### src/rtl/ponte_pkg.sv
// rtl/ponte_pkg.sv - shared types and field positions for the HPS->FPGA PIO command bridge
//
// Purpose: opcode and state enumerations plus the bit layout of the 15-bit
// ponte word, {req toggle, opcode[2:0], arg[10:0]}.
// Ports: none (package).
package ponte_pkg;

    typedef enum logic [2:0] {
        OP_NOP     = 3'd0,
        OP_SET_LO  = 3'd1,
        OP_SET_HI  = 3'd2,
        OP_WR_PIX  = 3'd3,
        OP_EXEC    = 3'd4,
        OP_COP_RST = 3'd5
    } opcode_e;

    typedef enum logic [2:0] {
        IDLE,
        DECODE,
        ISSUE,
        WAIT_DONE,
        ACK
    } state_e;

    localparam int TOG_BIT = 14;
    localparam int OP_MSB  = 13;
    localparam int OP_LSB  = 11;
    localparam int ARG_W   = 11;

endpackage

### src/rtl/ponte_cmd_receiver.sv
// rtl/ponte_cmd_receiver.sv - FPGA-side receiver of the toggle-based PIO command bridge
//
// Purpose: registers the ponte word, detects a new command when its toggle
// bit differs from the last one seen, decodes it and either drives the image
// memory write port, pulses the coprocessor soft reset, or runs a
// valid/ready command handshake followed by a wait for cop_done_i. Every
// command finishes by copying the toggle onto status_o.
// Optional macro PONTE_TIMEOUT_EN adds a coprocessor watchdog of TIMEOUT_CYC cycles.
//
// Ports:
//   clk, reset    clock, synchronous active-high reset
//   ponte_word_i  [14] req toggle, [13:11] opcode, [10:0] arg
//   status_o      ack toggle of the last completed command
//   cmd_valid_o / cmd_ready_i / cmd_arg_o   coprocessor command handshake
//   cop_done_i    coprocessor completion pulse
//   cop_rst_o     coprocessor soft-reset pulse
//   mem_we_o / mem_addr_o / mem_data_o      image memory write port
//   err_o         sticky error flag
module ponte_cmd_receiver
    import ponte_pkg::*;
#(
    parameter int ADDR_W      = 17,
    parameter int MEM_DEPTH   = 76800,
    parameter int TIMEOUT_CYC = 1000000
) (
    input  logic              clk,
    input  logic              reset,
    input  logic [14:0]       ponte_word_i,
    output logic              status_o,
    output logic              cmd_valid_o,
    input  logic              cmd_ready_i,
    output logic [10:0]       cmd_arg_o,
    input  logic              cop_done_i,
    output logic              cop_rst_o,
    output logic              mem_we_o,
    output logic [ADDR_W-1:0] mem_addr_o,
    output logic [7:0]        mem_data_o,
    output logic              err_o
);

    state_e              state_q;
    logic [14:0]         ponte_q;
    logic                seen_tog_q;
    logic [2:0]          op_q;
    logic [ARG_W-1:0]    arg_q;
    logic [ADDR_W-1:0]   addr_q;
    logic [ADDR_W-1:0]   addr_inc_d;
    logic                status_q;
    logic                cmd_valid_q;
    logic [ARG_W-1:0]    cmd_arg_q;
    logic                cop_rst_q;
    logic                mem_we_q;
    logic [ADDR_W-1:0]   mem_addr_q;
    logic [7:0]          mem_data_q;
    logic                err_q;

`ifdef PONTE_TIMEOUT_EN
    localparam int CNT_W = $clog2(TIMEOUT_CYC);
    logic [CNT_W-1:0] wdog_q;
`else
    logic unused_timeout;
    assign unused_timeout = (TIMEOUT_CYC > 0);
`endif

    // Only the last pixel wraps; addresses parked beyond the image by SET_HI
    // simply count up.
    assign addr_inc_d = (addr_q == ADDR_W'(MEM_DEPTH - 1)) ? '0 : addr_q + ADDR_W'(1);

    always_ff @(posedge clk) begin
        if (reset) begin
            state_q     <= IDLE;
            ponte_q     <= '0;
            seen_tog_q  <= 1'b0;
            op_q        <= '0;
            arg_q       <= '0;
            addr_q      <= '0;
            status_q    <= 1'b0;
            cmd_valid_q <= 1'b0;
            cmd_arg_q   <= '0;
            cop_rst_q   <= 1'b0;
            mem_we_q    <= 1'b0;
            mem_addr_q  <= '0;
            mem_data_q  <= '0;
            err_q       <= 1'b0;
`ifdef PONTE_TIMEOUT_EN
            wdog_q      <= '0;
`endif
        end else begin
            ponte_q   <= ponte_word_i;
            mem_we_q  <= 1'b0;
            cop_rst_q <= 1'b0;
            case (state_q)
                IDLE: begin
                    // Words that changed while busy are never queued: only the
                    // current ponte_q is looked at here.
                    if (ponte_q[TOG_BIT] != seen_tog_q) begin
                        op_q       <= ponte_q[OP_MSB:OP_LSB];
                        arg_q      <= ponte_q[ARG_W-1:0];
                        seen_tog_q <= ponte_q[TOG_BIT];
                        state_q    <= DECODE;
                    end
                end
                DECODE: begin
                    state_q <= ACK;
                    case (op_q)
                        OP_NOP:    ;
                        OP_SET_LO: addr_q[10:0] <= arg_q;
                        OP_SET_HI: addr_q[ADDR_W-1:11] <= arg_q[ADDR_W-12:0];
                        OP_WR_PIX: begin
                            mem_we_q   <= 1'b1;
                            mem_addr_q <= addr_q;
                            mem_data_q <= arg_q[7:0];
                            addr_q     <= addr_inc_d;
                        end
                        OP_EXEC: begin
                            cmd_valid_q <= 1'b1;
                            cmd_arg_q   <= arg_q;
                            state_q     <= ISSUE;
`ifdef PONTE_TIMEOUT_EN
                            wdog_q      <= '0;
`endif
                        end
                        OP_COP_RST: cop_rst_q <= 1'b1;
                        default:    err_q <= 1'b1;
                    endcase
                end
                ISSUE: begin
                    if (cmd_ready_i) begin
                        cmd_valid_q <= 1'b0;
                        // A done arriving in the handshake cycle itself must not be lost.
                        state_q     <= cop_done_i ? ACK : WAIT_DONE;
                    end
                end
                WAIT_DONE: begin
                    if (cop_done_i) begin
                        state_q <= ACK;
                    end
                end
                ACK: begin
                    status_q <= seen_tog_q;
                    state_q  <= IDLE;
                end
                default: state_q <= IDLE;
            endcase
`ifdef PONTE_TIMEOUT_EN
            // Watchdog overrides the handshake: reset the coprocessor, flag
            // the error and still release the HPS with an ack.
            if (state_q == ISSUE || state_q == WAIT_DONE) begin
                if (wdog_q == CNT_W'(TIMEOUT_CYC - 1)) begin
                    cop_rst_q   <= 1'b1;
                    err_q       <= 1'b1;
                    cmd_valid_q <= 1'b0;
                    state_q     <= ACK;
                end else begin
                    wdog_q <= wdog_q + CNT_W'(1);
                end
            end
`endif
        end
    end

    assign status_o    = status_q;
    assign cmd_valid_o = cmd_valid_q;
    assign cmd_arg_o   = cmd_arg_q;
    assign cop_rst_o   = cop_rst_q;
    assign mem_we_o    = mem_we_q;
    assign mem_addr_o  = mem_addr_q;
    assign mem_data_o  = mem_data_q;
    assign err_o       = err_q;

endmodule

### config.mk
export PLATFORM = sky130hd
export DESIGN_NAME = ponte_cmd_receiver
export DESIGN_NICKNAME = d
export VERILOG_FILES = /design/src/rtl/ponte_pkg.sv /design/src/rtl/ponte_cmd_receiver.sv
export SDC_FILE = /design/constraint.sdc
export NUM_CORES = 1
export LEC_CHECK = 0
export CAP_MARGIN = 0
export CORE_MARGIN = 2
export CORE_UTILIZATION = 56
export CTS_CLUSTER_DIAMETER = 200
export CTS_CLUSTER_SIZE = 28
export DETAILED_ROUTE_END_ITERATION = 6
export DONT_BUFFER_PORTS = 1
export HOLD_SLACK_MARGIN = 0.02
export PLACE_DENSITY = 0.74
export SLEW_MARGIN = 10
export SYNTH_ARGS = -nofsm -noshare
export SYNTH_HDL_FRONTEND = slang
export SYNTH_SLANG_ARGS = --single-unit
### constraint.sdc
create_clock -name clk -period 1.9 [get_ports clk]
set_clock_uncertainty 0.2 [all_clocks]
set_input_delay 0.38 -clock clk [delete_from_list [all_inputs] [get_ports clk]]
set_output_delay 0.38 -clock clk [all_outputs]
set_load 0.1 [all_outputs]
# Yosys cells after proc, flatten, opt, wreduce, memory -nomap -nowiden
# Index checks and enable logic that the tools add are counted.
[op_classes] addsub=1 reduce_logical=15 eq_ne=15 n_bitwise=2 mux=14
[ops] operator="11-bit one-hot mux with 2 select lines" count=1
[ops] operator="17-bit by 1-bit adder with 17-bit output, second input constant" count=1
[ops] operator="17-bit equality test, second input constant" count=1
[ops] operator="17-bit 2-to-1 mux" count=1
[ops] operator="3-bit 2-to-1 mux" count=5
[ops] operator="3-bit by 2-bit equality test with 1-bit output, second input constant" count=4
[ops] operator="3-bit one-hot mux with 4 select lines" count=1
[ops] operator="6-bit one-hot mux with 2 select lines" count=1
[ops] operator="2-bit AND reduction" count=6
[ops] operator="3-bit equality test, second input constant" count=3
[ops] operator="3-bit by 1-bit equality test with 1-bit output, second input constant" count=2
[ops] operator="3-bit zero test" count=2
[ops] operator="2-bit != test, second input constant" count=3
[ops] operator="3-bit AND reduction" count=2
[ops] operator="2-bit nonzero test" count=3
[ops] operator="6-bit OR reduction" count=1
[ops] operator="1-bit 2-to-1 mux" count=4
[ops] operator="2-bit by 1-bit != test with 1-bit output, second input constant" count=1
[ops] operator="1-bit inverter" count=2
[ops] operator="1-bit one-hot mux with 2 select lines" count=1
[ops] operator="2-bit OR reduction" count=1
[ops] operator="1-bit != test" count=1
[totals] out_inout_bits=41 reg_bits=91 wordCells=62 inputBits=19

# Logic depth before layout (Yosys ltp)
# Gate-level depths: netlist of run 1.
[depth] word_depth=4 ltp_mapped=7 ltp_nobuf=6

# Worst setup path before layout of run 1
# No wires, ideal clock.
[synth_path] path_kind="register to register" startpoint="register addr_q[0]" endpoint="register addr_q[1]" stages_incl_launch_ff=7 arrival_time_ns=1.611 required_time_ns=1.567 period_less_slack_ns=1.944 setup_time_ns=0.133 setup_slack_ns=-0.044 n_path_buf=0 path_cell_list="dfxtp_1 -> ha_1 -> nand3_1 -> or2_2 -> or3_1 -> nand3_1 -> a311oi_1"
[synth_between] elab_chain_len=3 word_cells_on_any_way=4 cone_classes="add/sub: 1; eq/ne: 1; mux: 2"
[synth_rtl] element="start: declaration" line="ponte_cmd_receiver.sv:46" source="logic [ADDR_W-1:0] addr_q;"
[synth_rtl] element="start signal: assignment" line="ponte_cmd_receiver.sv:107" source="OP_SET_LO: addr_q[10:0] <= arg_q;"
[synth_rtl] element="start signal: indexed assignment" line="ponte_cmd_receiver.sv:108" source="OP_SET_HI: addr_q[ADDR_W-1:11] <= arg_q[ADDR_W-12:0];"
[synth_rtl] element="start signal: assignment" line="ponte_cmd_receiver.sv:113" source="addr_q <= addr_inc_d;"
[synth_rtl] element="17-bit by 1-bit adder with 17-bit output or 17-bit equality test (tied branches)" line="ponte_cmd_receiver.sv:67" source="assign addr_inc_d = (addr_q == ADDR_W'(MEM_DEPTH - 1)) ? '0 : addr_q + ADDR_W'(1);"
[synth_rtl] element="17-bit 2-to-1 mux *" line="ponte_cmd_receiver.sv:67"
[synth_rtl] element="11-bit one-hot mux with 2 select lines *" line="ponte_cmd_receiver.sv:105" source="case (op_q)"
# Every way passes the cells marked *; elsewhere a longest branch is shown, timed or not.
# A chain may end at the register's enable or synchronous reset.

# Worst setup path in the final report of run 1
[layout_path] startpoint="register state_q[1]" endpoint="register addr_q[2]"
[layout_between] elab_chain_len=2
[layout_rtl] element="start: declaration" line="ponte_cmd_receiver.sv:41" source="state_e state_q;"
[layout_rtl] element="start signal: assignment" line="ponte_cmd_receiver.sv:131" source="state_q <= cop_done_i ? ACK : WAIT_DONE;"
[layout_rtl] element="3-bit by 1-bit equality test with 1-bit output" line="ponte_cmd_receiver.sv:92" source="case (state_q)"
[layout_rtl] element="2-bit AND reduction (no source line)"
# No other way between the ends.

==> results.toml, run 1 <==
[run_status]
status = "complete, but fails checks"
violations = "negative hold slack"

[final_layout]
layout_commonest_cell = "nand2_1"
area_growth_pct = 27.44
diodes = 0
final_cell_mix = "115 x nand2_1, 87 x dfxtp_1, 79 x buf_4, 62 x a21oi_1, 22 x nor2_1"
drive_above_1_share_pct = 21.12
final_nets = 550

[worst_setup_path]
critPathSlowestCell = "or3b_1"
cpPeakStageDelay_ns = 0.48
crit_fanout = 11
reg2reg_depth = 6
worstPathRequired_ns = 1.95
arrival_ns = 1.92
crit_type = "register to register"
r2r_end = "addr_q[2]"
cp_top_family = "simple AND/OR/NAND/NOR gates"
path_cells = "or3b_1, nor3b_2, buf_4, nand3_1, a21o_1, o41ai_1"
worstSetupEndpointType = "register"
reg2reg_from = "state_q[1]"
start_kind = "register"
crit_buf_inv = 1
rrSetupSlack_ns = 0.04

[min_path]
hold_start = "reset"
hp-class = "input port to register"
hold_depth = 1
holdPathEnd = "cmd_arg_o[3]"

[logic_synthesis]
yosysWarnings = 0
netlist-cell-type-count = 48
synthCells = 450
ys_ff_latch = 91
syn_area_um2 = 3643
synthArstFlopShare_pct = 0
ys_seq_area_share_pct = 50.00
syn_area_per_cell_um2 = 8.097
synth_edf_count = 0
synth_ff_type = "dfxtp_1"
syn_nets = 470

[routing]
postRouteAntennaNets = 0
drt_wl_total_um = 9101
wl_per_cell_um = 14.87
drt_first_iter_violations = 309
drtPass1Iterations = 5
viasPerCell = 5.748
route.vias.total = 3518
drc = 0

[global_routing]
grt-ovfl-total = 0
grtUsageTotal_pct = 25.96
grt_max_degree = 92
grt_most_used_layer = "met2"
grtUsageMet3_pct = 5.605
grt_first_pass_wirelength_um = 14940
antenna_found_initial = 0
grt_pass1_vias = 3234
met1_usage_pct = 32.09
grt_use_met2_pct = 44.45

[placed_design]
dp_hpwl_um = 6255
gp_congestion = 0.9239
portBuffers = 0
pre_cts_ws_ns = -0.07096

[cts]
cts-buffers-inserted = 9
clock-sinks = 91
cts_max_path_buffers = 2
clk_latency_ns = 0.35
cts_tree = "done"
h-tree-depth = 3
path_clk_slew_ns = 0.08
cts-root-buf = "clkbuf_8"
hold_buffers = 16

[power]
swShare_pct = 25.24
combPwrFrac_pct = 11.6
intPower_w = 0.002817
switchingPower_w = 0.0009513
pwr-share-seq_pct = 54.1
power_frac_clock_pct = 34.2
vdd_drop_max_mv = 0.7189
p_leak_nw = 1.686
power.density_nw_per_um2 = 811.7

[sta]
max_freq_mhz = 537.5
finalWorstSetupSlack_ns = 0.03947
hold_viol_final = 70
fin_crit_ns = 1.861
hold_slack_ns = -0.1103
slew_headroom_pct = 72.62
setup_viol = 0
tns_ns = 0
fin_crit_sh_pct = 97.92
rsz0062_at_grt = "true"
maxSlewViolCount = 0
max_slew.worst_pin.slew_ns = 0.4070

[floorplanning]
rows = 29
die_y_um = 84.66
ios = 60
die_x_um = 84.66
die-area_um2 = 7167
initial_core_util_pct = 57.71
core-area_um2 = 6314

[flow_run]
drv_cap = 0
==> per-stage QoR <==
step	instances	utilization [%]	power, W	cell area (um^2)
floorplan	450	-	0.002355	3652
global placement	579	67.00	0.002465	4230
detailed placement	579	67.00	0.002482	4230
CTS	611	72.87	0.003777	4601
global route	612	73.54	0.003923	4643
finish	612	73.54	0.003769	4643
==> logic make-up (layout without fill, tap and decap cells) <==
logic type,after synthesis,in the layout,share of synthesized area [%]
simple gates,217,217,28.23
compound gates,101,101,16.35
flops,91,91,50.00
buf+inv,36,121,3.983
mux,3,3,0.8585
fa+ha+maj,1,1,0.3434
xor+xnor,1,1,0.2404
==> worst max-delay path by stage <==
stage | cells past startpoint | end | from
final | 6 | addr_q[2] | state_q[1]
after global routing | 6 | addr_q[15] | addr_q[8]
after CTS | 6 | addr_q[2] | state_q[1]
after detailed placement | 6 | addr_q[11] | addr_q[1]
after global placement | 6 | addr_q[11] | addr_q[1]
after floorplan | 6 | addr_q[1] | addr_q[1]
==> what timing repair did <==
action                                  CTS  global route
pin swaps                                 0             3
buffers inserted                          0             1
endpoints found under the hold margin    87            71
endpoints found under the setup margin    9            27
gates resized for setup                   3            10
==> final cells by class <==
type	instances	area, um^2
Tap cell	77	96.34
Multi-Input combinational cell	323	1727
Timing Repair Buffer	96	764.5
Sequential cell	91	1827
Clock buffer	12	145.1
Fill cell	502	1670
Clock inverter	4	50.05
Inverter	9	33.78
==> worst register-to-register path: cells and delay by family, from the launching register on <==
family	cells	cell delay [ns]
simple gates	3	0.75
buf+inv	1	0.21
compound gates	2	0.24
flops	1	0.36
==> sequential cells by signal (all words and copies together), names as in the netlist <==
name         flops
cmd_valid_o      1
mem_we_o         1
err_o            1
state_q          3
status_o         1
cop_rst_o        1
addr_q          17
mem_addr_o      17
ponte_q         15
cmd_arg_o       11
mem_data_o       8
arg_q           11
seen_tog_q       1
op_q             3
==> power by group through the flow <==
stage | logic [W] | registers [W] | clock network [W]
final | 0.000439 | 0.00204 | 0.00129
after floorplan | 0.000281 | 0.00207 | 0
after global placement | 0.000388 | 0.00208 | 0
after CTS | 0.000430 | 0.00204 | 0.00131
after global routing | 0.000480 | 0.00205 | 0.00139
after detailed placement | 0.000402 | 0.00208 | 0
==> cells in the mapped netlist, types with 2 or more instances <==
master | n | area, um^2
a211oi_1 | 2 | 15.01
a21oi_1 | 62 | 310.3
a22oi_1 | 2 | 15.01
a31oi_1 | 3 | 18.77
and2_1 | 2 | 12.51
and4_1 | 2 | 17.52
buf_2 | 8 | 40.04
clkbuf_1 | 18 | 67.56
dfxtp_1 | 91 | 1822
inv_1 | 9 | 33.78
mux2i_1 | 2 | 20.02
nand2_1 | 115 | 431.7
nand2b_1 | 4 | 25.02
nand3_1 | 18 | 90.09
nand3b_1 | 2 | 15.01
nand4_1 | 7 | 43.79
nor2_1 | 23 | 86.33
nor2b_1 | 17 | 106.4
nor3_1 | 7 | 35.03
nor3b_1 | 2 | 15.01
nor4_1 | 4 | 25.02
o21ai_0 | 8 | 40.04
o22ai_1 | 6 | 37.54
o311a_1 | 2 | 20.02
o31ai_1 | 2 | 15.01
o32ai_1 | 3 | 26.28
o41a_1 | 2 | 22.52
o41ai_1 | 4 | 35.03
or2_2 | 2 | 12.51
or3_1 | 3 | 18.77
==> routing by layer <==
| layer | routed length, um | share of wire, % | vias up |
|---|---|---|---|
| met5 | 0 | 0 | - |
| met4 | 180 | 2.0 | 0 |
| met3 | 540 | 5.9 | 18 |
| met2 | 4539 | 50 | 137 |
| met1 | 3839 | 42 | 1649 |
| li1 | - | - | 1714 |
(Power assumes the default switching activity.)
==> run 2: changes to the inputs <==
--- a/config.mk
+++ b/config.mk
@@ -5,6 +5,7 @@
 export SDC_FILE = /design/constraint.sdc
 export NUM_CORES = 1
 export LEC_CHECK = 0
+export ABC_AREA = 1
 export CAP_MARGIN = 0
 export CORE_MARGIN = 2
 export CORE_UTILIZATION = 56
==> run 2 against run 1 <==
The flow now finishes without violations. Setup slack better by 0.089 ns. Sequential cell count unchanged. Fmax up 5.0%. Global-route usage fell by 1.7 points. Sequential share of layout area grew 2.3 points. Die area rose by 1.4%. Critical endpoint is now addr_q[9]. Highest routed layer unchanged.
==> results.toml, run 2 <==
[cts]
clock-sinks = 91
cts_tree = "done"
cts_max_path_buffers = 2
cts-root-buf = "clkbuf_8"
clk_latency_ns = 0.36
path_clk_slew_ns = 0.09
cts-buffers-inserted = 9
h-tree-depth = 3
post-cts-setup-buffers = 0

[logic_synthesis]
synthCells = 486
syn_area_um2 = 3697
post-synth-top-count-cell = "dfxtp_1"
syn_nets = 506
synthArstFlopShare_pct = 0
synth_ff_type = "dfxtp_1"
ys_seq_area_share_pct = 49.27
netlist-cell-type-count = 34
synth_top_area_share_pct = 49.27
yosys-top-cells-count = "91 x dfxtp_1, 87 x nor2_1, 58 x o21ai_0"
synth.top_cells.by_area = "dfxtp_1 49%, nor2_1 8.8%, o21ai_0 7.9%, a21oi_1 7.7%, nand2_1 5.0%"
syn_area_per_cell_um2 = 7.608
ys_ff_latch = 91
yosysTopAreaCell = "dfxtp_1"
yosysWarnings = 0
synth_edf_count = 0

[final_layout]
diodes = 0
layout_commonest_cell = "dfxtp_1"
final_cell_mix = "91 x dfxtp_1, 87 x nor2_1, 58 x o21ai_0, 57 x a21oi_1, 49 x nand2_1"
area_growth_pct = 18.27
final_nets = 561
drive_above_1_share_pct = 16.33
n_fill_cell = 525
final_util_pct = 68.87

[floorplanning]
rows = 29
die_x_um = 85.26
initial_core_util_pct = 58.23
die_y_um = 85.26
core-area_um2 = 6350
ios = 60
die-area_um2 = 7268

[sta]
maxSlewViolCount = 0
max_slew.worst_pin.slew_ns = 0.7956
rsz0062_at_grt = "false"
finalWorstSetupSlack_ns = 0.1282
hold_slack_ns = 0.08324
hold_viol_final = 0
setup_viol = 0
fin_crit_sh_pct = 93.25
max_freq_mhz = 564.4
slew_headroom_pct = 46.79
fin_crit_ns = 1.772
tns_ns = 0

[global_routing]
grt_max_degree = 46
grtUsageTotal_pct = 24.25
grt_first_pass_wirelength_um = 14080
grt_pass1_vias = 3056
grt-ovfl-total = 0
antenna_found_initial = 0

[routing]
route.vias.total = 3359
viasPerCell = 5.400
wl_per_cell_um = 14.03
drtPass1Iterations = 5
postRouteAntennaNets = 0
drc = 0
drt_first_iter_violations = 200
drt_wl_total_um = 8728

[worst_setup_path]
start_kind = "register"
arrival_ns = 1.81
reg2reg_depth = 8
crit_type = "register to register"
worstPathRequired_ns = 1.94
crit_fanout = 10
worstSetupEndpointType = "register"

[power]
p_total_w = 0.005165
vdd_drop_max_mv = 0.8048
power.density_nw_per_um2 = 1181
p_leak_nw = 1.876

[placed_design]
pre_cts_ws_ns = 0.1421
dp_hpwl_um = 5926
portBuffers = 0
gp_congestion = 0.8644

[min_path]
hold_depth = 3
hp-class = "input port to register"

[run_status]
status = "completed"

[flow_run]
drv_cap = 0
==> run 2: path summary, 6_finish.rpt <==
kind              slack, ns    endpoint       start
setup reg to reg       0.13   addr_q[9]   addr_q[0]
hold reg to reg        0.28       err_o       err_o
hold / removal         0.08  state_q[1]  cop_done_i
setup / recovery       0.13   addr_q[9]   addr_q[0]
==> run 2: critical path: stages (launching register included) <==
cell	delay (ns)
dfxtp_1	0.40
ha_1	0.21
nand2_1	0.09
nor2_2	0.19
nand3_1	0.13
nor2_1	0.19
nor2_4	0.10
nand2_1	0.09
a21oi_1	0.06
==> run 2: layout make-up <==
type | instances | area, um^2 | share of cell area, %
inverters | 54 | 215.2 | 4.921
flip-flops and latches | 91 | 1822 | 41.66
well taps | 77 | 96.34 | 2.203
clock inverters | 6 | 40.04 | 0.9156
repair buffers | 62 | 518.0 | 11.85
clock buffers | 9 | 123.9 | 2.833
multi-input cells | 323 | 1558 | 35.62
==> run 2: metal layers <==
layer	global-route usage [%]	up-vias	routed length (um)
met3	4.280	18	410
li1	-	1688	-
met5	0	-	0
met2	41.26	113	4235
met1	30.29	1540	3900
met4	10.10	0	182
==> run 2: cells by family (layout without fill, tap and decap cells) <==
kind of cell             Yosys count  after routing  synth area share, %
buffers and inverters             72            131                8.730
AND/OR/NAND/NOR                  177            177                20.91
flip-flops                        91             91                49.27
XOR/XNOR                           5              5                1.184
AO/OA/AOI/OAI                    140            140                19.56
adder cells (fa/ha/maj)            1              1               0.3384
==> run 2: power breakdown <==
group | total (W) | internal [W] | switching [W]
Combinational | 0.00158 | 0.000425 | 0.00115
Clock | 0.00116 | 0.000471 | 0.000685
Sequential | 0.00243 | 0.00220 | 0.000235
Total | 0.00517 | 0.00309 | 0.00207
==> run 2: through the flow <==
stage	cells	instance area, um^2
4_1_cts	622	4367
5_1_grt	622	4373
3_3_place_gp	591	4043
6_report	622	4373
2_1_floorplan	486	3697
3_5_place_dp	591	4043
==> run 2: what timing repair did <==
| action | CTS | global route |
|---|---|---|
| endpoints found under the setup margin | 0 | 4 |
| hold buffers | 16 | 0 |
| hold endpoints to repair | 22 | 0 |
| gates resized for setup | 0 | 2 |
==> run 3: changes to the inputs <==
--- a/config.mk
+++ b/config.mk
@@ -5,8 +5,8 @@
 export SDC_FILE = /design/constraint.sdc
 export NUM_CORES = 1
 export LEC_CHECK = 0
-export ABC_AREA = 1
 export CAP_MARGIN = 0
+export CORE_ASPECT_RATIO = 0.9
 export CORE_MARGIN = 2
 export CORE_UTILIZATION = 56
 export CTS_CLUSTER_DIAMETER = 200
==> run 3 against run 2 <==
The run now ends with negative hold slack left. Cell count is 0.64% higher. Global-route usage increased by 3.3 points. Setup slack got worse by 0.046 ns. Die area shrank 1.4%. Total power down 28%. Cell area grew 7.6%. Largest cell class unchanged.
==> results.toml, run 3 (synthesis results as in run 1) <==
[run_status]
status = "complete, but fails checks"
violations = "negative hold slack"

[cts]
cts_max_path_buffers = 2
cts-root-buf = "clkbuf_8"
path_clk_slew_ns = 0.09
cts-buffers-inserted = 9
hold_buffers = 18
clock-sinks = 91
post-cts-setup-buffers = 0
clk_latency_ns = 0.36
h-tree-depth = 3
cts_tree = "done"

[min_path]
hp-class = "input port to register"
hold_start = "reset"

[routing]
wl_per_cell_um = 15.03
drt_first_iter_violations = 362
drt_wl_total_um = 9408
route.vias.total = 3478
postRouteAntennaNets = 0
drc = 0
viasPerCell = 5.556
drtPass1Iterations = 5

[global_routing]
grt_first_pass_wirelength_um = 15090
grtUsageTotal_pct = 27.58
grt-ovfl-total = 0
grtUsageMet3_pct = 6.166
met1_usage_pct = 36.08
grt_use_met2_pct = 45.15
grt_max_degree = 92
grt_most_used_layer = "met2"
antenna_found_initial = 0
grt_pass1_vias = 3129

[worst_setup_path]
start_kind = "register"
worstSetupEndpointType = "register"
crit_fanout = 11
arrival_ns = 1.88
worstPathRequired_ns = 1.96
critPathLaunch = "state_q[1]"
crit_type = "register to register"
reg2reg_from = "state_q[1]"
rrSetupSlack_ns = 0.08

[power]
power.density_nw_per_um2 = 790.5
intPower_w = 0.002696
swShare_pct = 27.50
switchingPower_w = 0.001023
p_total_w = 0.003719
power_frac_clock_pct = 33.1
vdd_drop_max_mv = 0.9731
combPwrFrac_pct = 12.2
pwr-share-seq_pct = 54.7
p_leak_nw = 1.753

[sta]
hold_viol_final = 71
finalWorstSetupSlack_ns = 0.08257
hold_slack_ns = -0.1246
tns_ns = 0
setup_viol = 0
rsz0062_at_grt = "false"
fin_crit_sh_pct = 95.65
max_freq_mhz = 550.2
maxSlewViolCount = 0
max_slew.worst_pin.slew_ns = 0.3723
slew_headroom_pct = 74.99
fin_crit_ns = 1.817

[placed_design]
portBuffers = 0
dp_hpwl_um = 6258
gp_congestion = 0.9350
placed_cell_area_um2 = 4265
pre_cts_ws_ns = -0.01782

[floorplanning]
die_y_um = 80.52
die-area_um2 = 7168
core-area_um2 = 6216
die_x_um = 89.03
initial_core_util_pct = 58.62
ios = 60
rows = 27

[final_layout]
stdcell_area_um2 = 4705
final_cell_mix = "115 x nand2_1, 86 x dfxtp_1, 81 x buf_4, 62 x a21oi_1, 22 x nor2_1"
final_nets = 554
drive_above_1_share_pct = 22.26
area_growth_pct = 29.12
layout_commonest_cell = "nand2_1"
diodes = 0

[flow_run]
drv_cap = 0
-- run 3: changes by cell type in the layout (fill, tap and decap cells not counted), sizes merged, moves of 17 or more --
cell and change:
nor2 -71, nand2 +63, o21ai -67, nor2b +17
buf +36, inv -44
-- run 3: area by class of cell --
cell class / instances / area [um^2]
Fill cell: 522 / 1511
Tap cell: 87 / 108.9
Sequential cell: 91 / 1828
Inverter: 9 / 33.78
Clock buffer: 10 / 137.6
Clock inverter: 6 / 47.55
Multi-Input combinational cell: 323 / 1749
Timing Repair Buffer: 100 / 799.5
-- run 3: worst paths after layout --
check                           cells after the start             to
worst max register to register                      6      addr_q[8]
worst min register to register                      2       arg_q[4]
worst min-delay path                                1  mem_data_o[0]
worst max-delay path                                6      addr_q[8]
-- run 3: metrics by stage --
step | std cells | utilization [%]
floorplan | 450 | -
global placement | 592 | 68.62
detailed placement | 592 | 68.62
CTS | 626 | 74.72
global route | 626 | 75.68
finish | 626 | 75.68
-- run 3: power groups by stage --
| stage | registers, W | clock network (W) | logic [W] |
|---|---|---|---|
| 2_1_floorplan | 0.00207 | 0 | 0.000281 |
| 3_3_place_gp | 0.00207 | 0 | 0.000389 |
| 3_5_place_dp | 0.00207 | 0 | 0.000397 |
| 4_1_cts | 0.00203 | 0.00125 | 0.000432 |
| 5_1_grt | 0.00204 | 0.00132 | 0.000498 |
| 6_report | 0.00203 | 0.00123 | 0.000453 |
-- run 3: what timing repair did --
action / CTS / global route
endpoints found under the hold margin: 89 / 71
endpoints found under the setup margin: 10 / 16
gates resized for setup: 3 / 14
pin swaps: 0 / 3
-- run 3: routing by layer --
metal / vias to the layer above / share of wire [%]
met1: 1643 / 43
met5: - / 0
met2: 110 / 51
met3: 13 / 5.2
met4: 0 / 1.3
li1: 1712 / -
-- run 3: critical path, cell delays in order, from the launching register on --
cell,delay [ns]
dfxtp_2,0.38
or3b_4,0.43
nor3b_2,0.19
buf_6,0.17
o21ai_0,0.13
a22oi_1,0.16
nor2_1,0.05
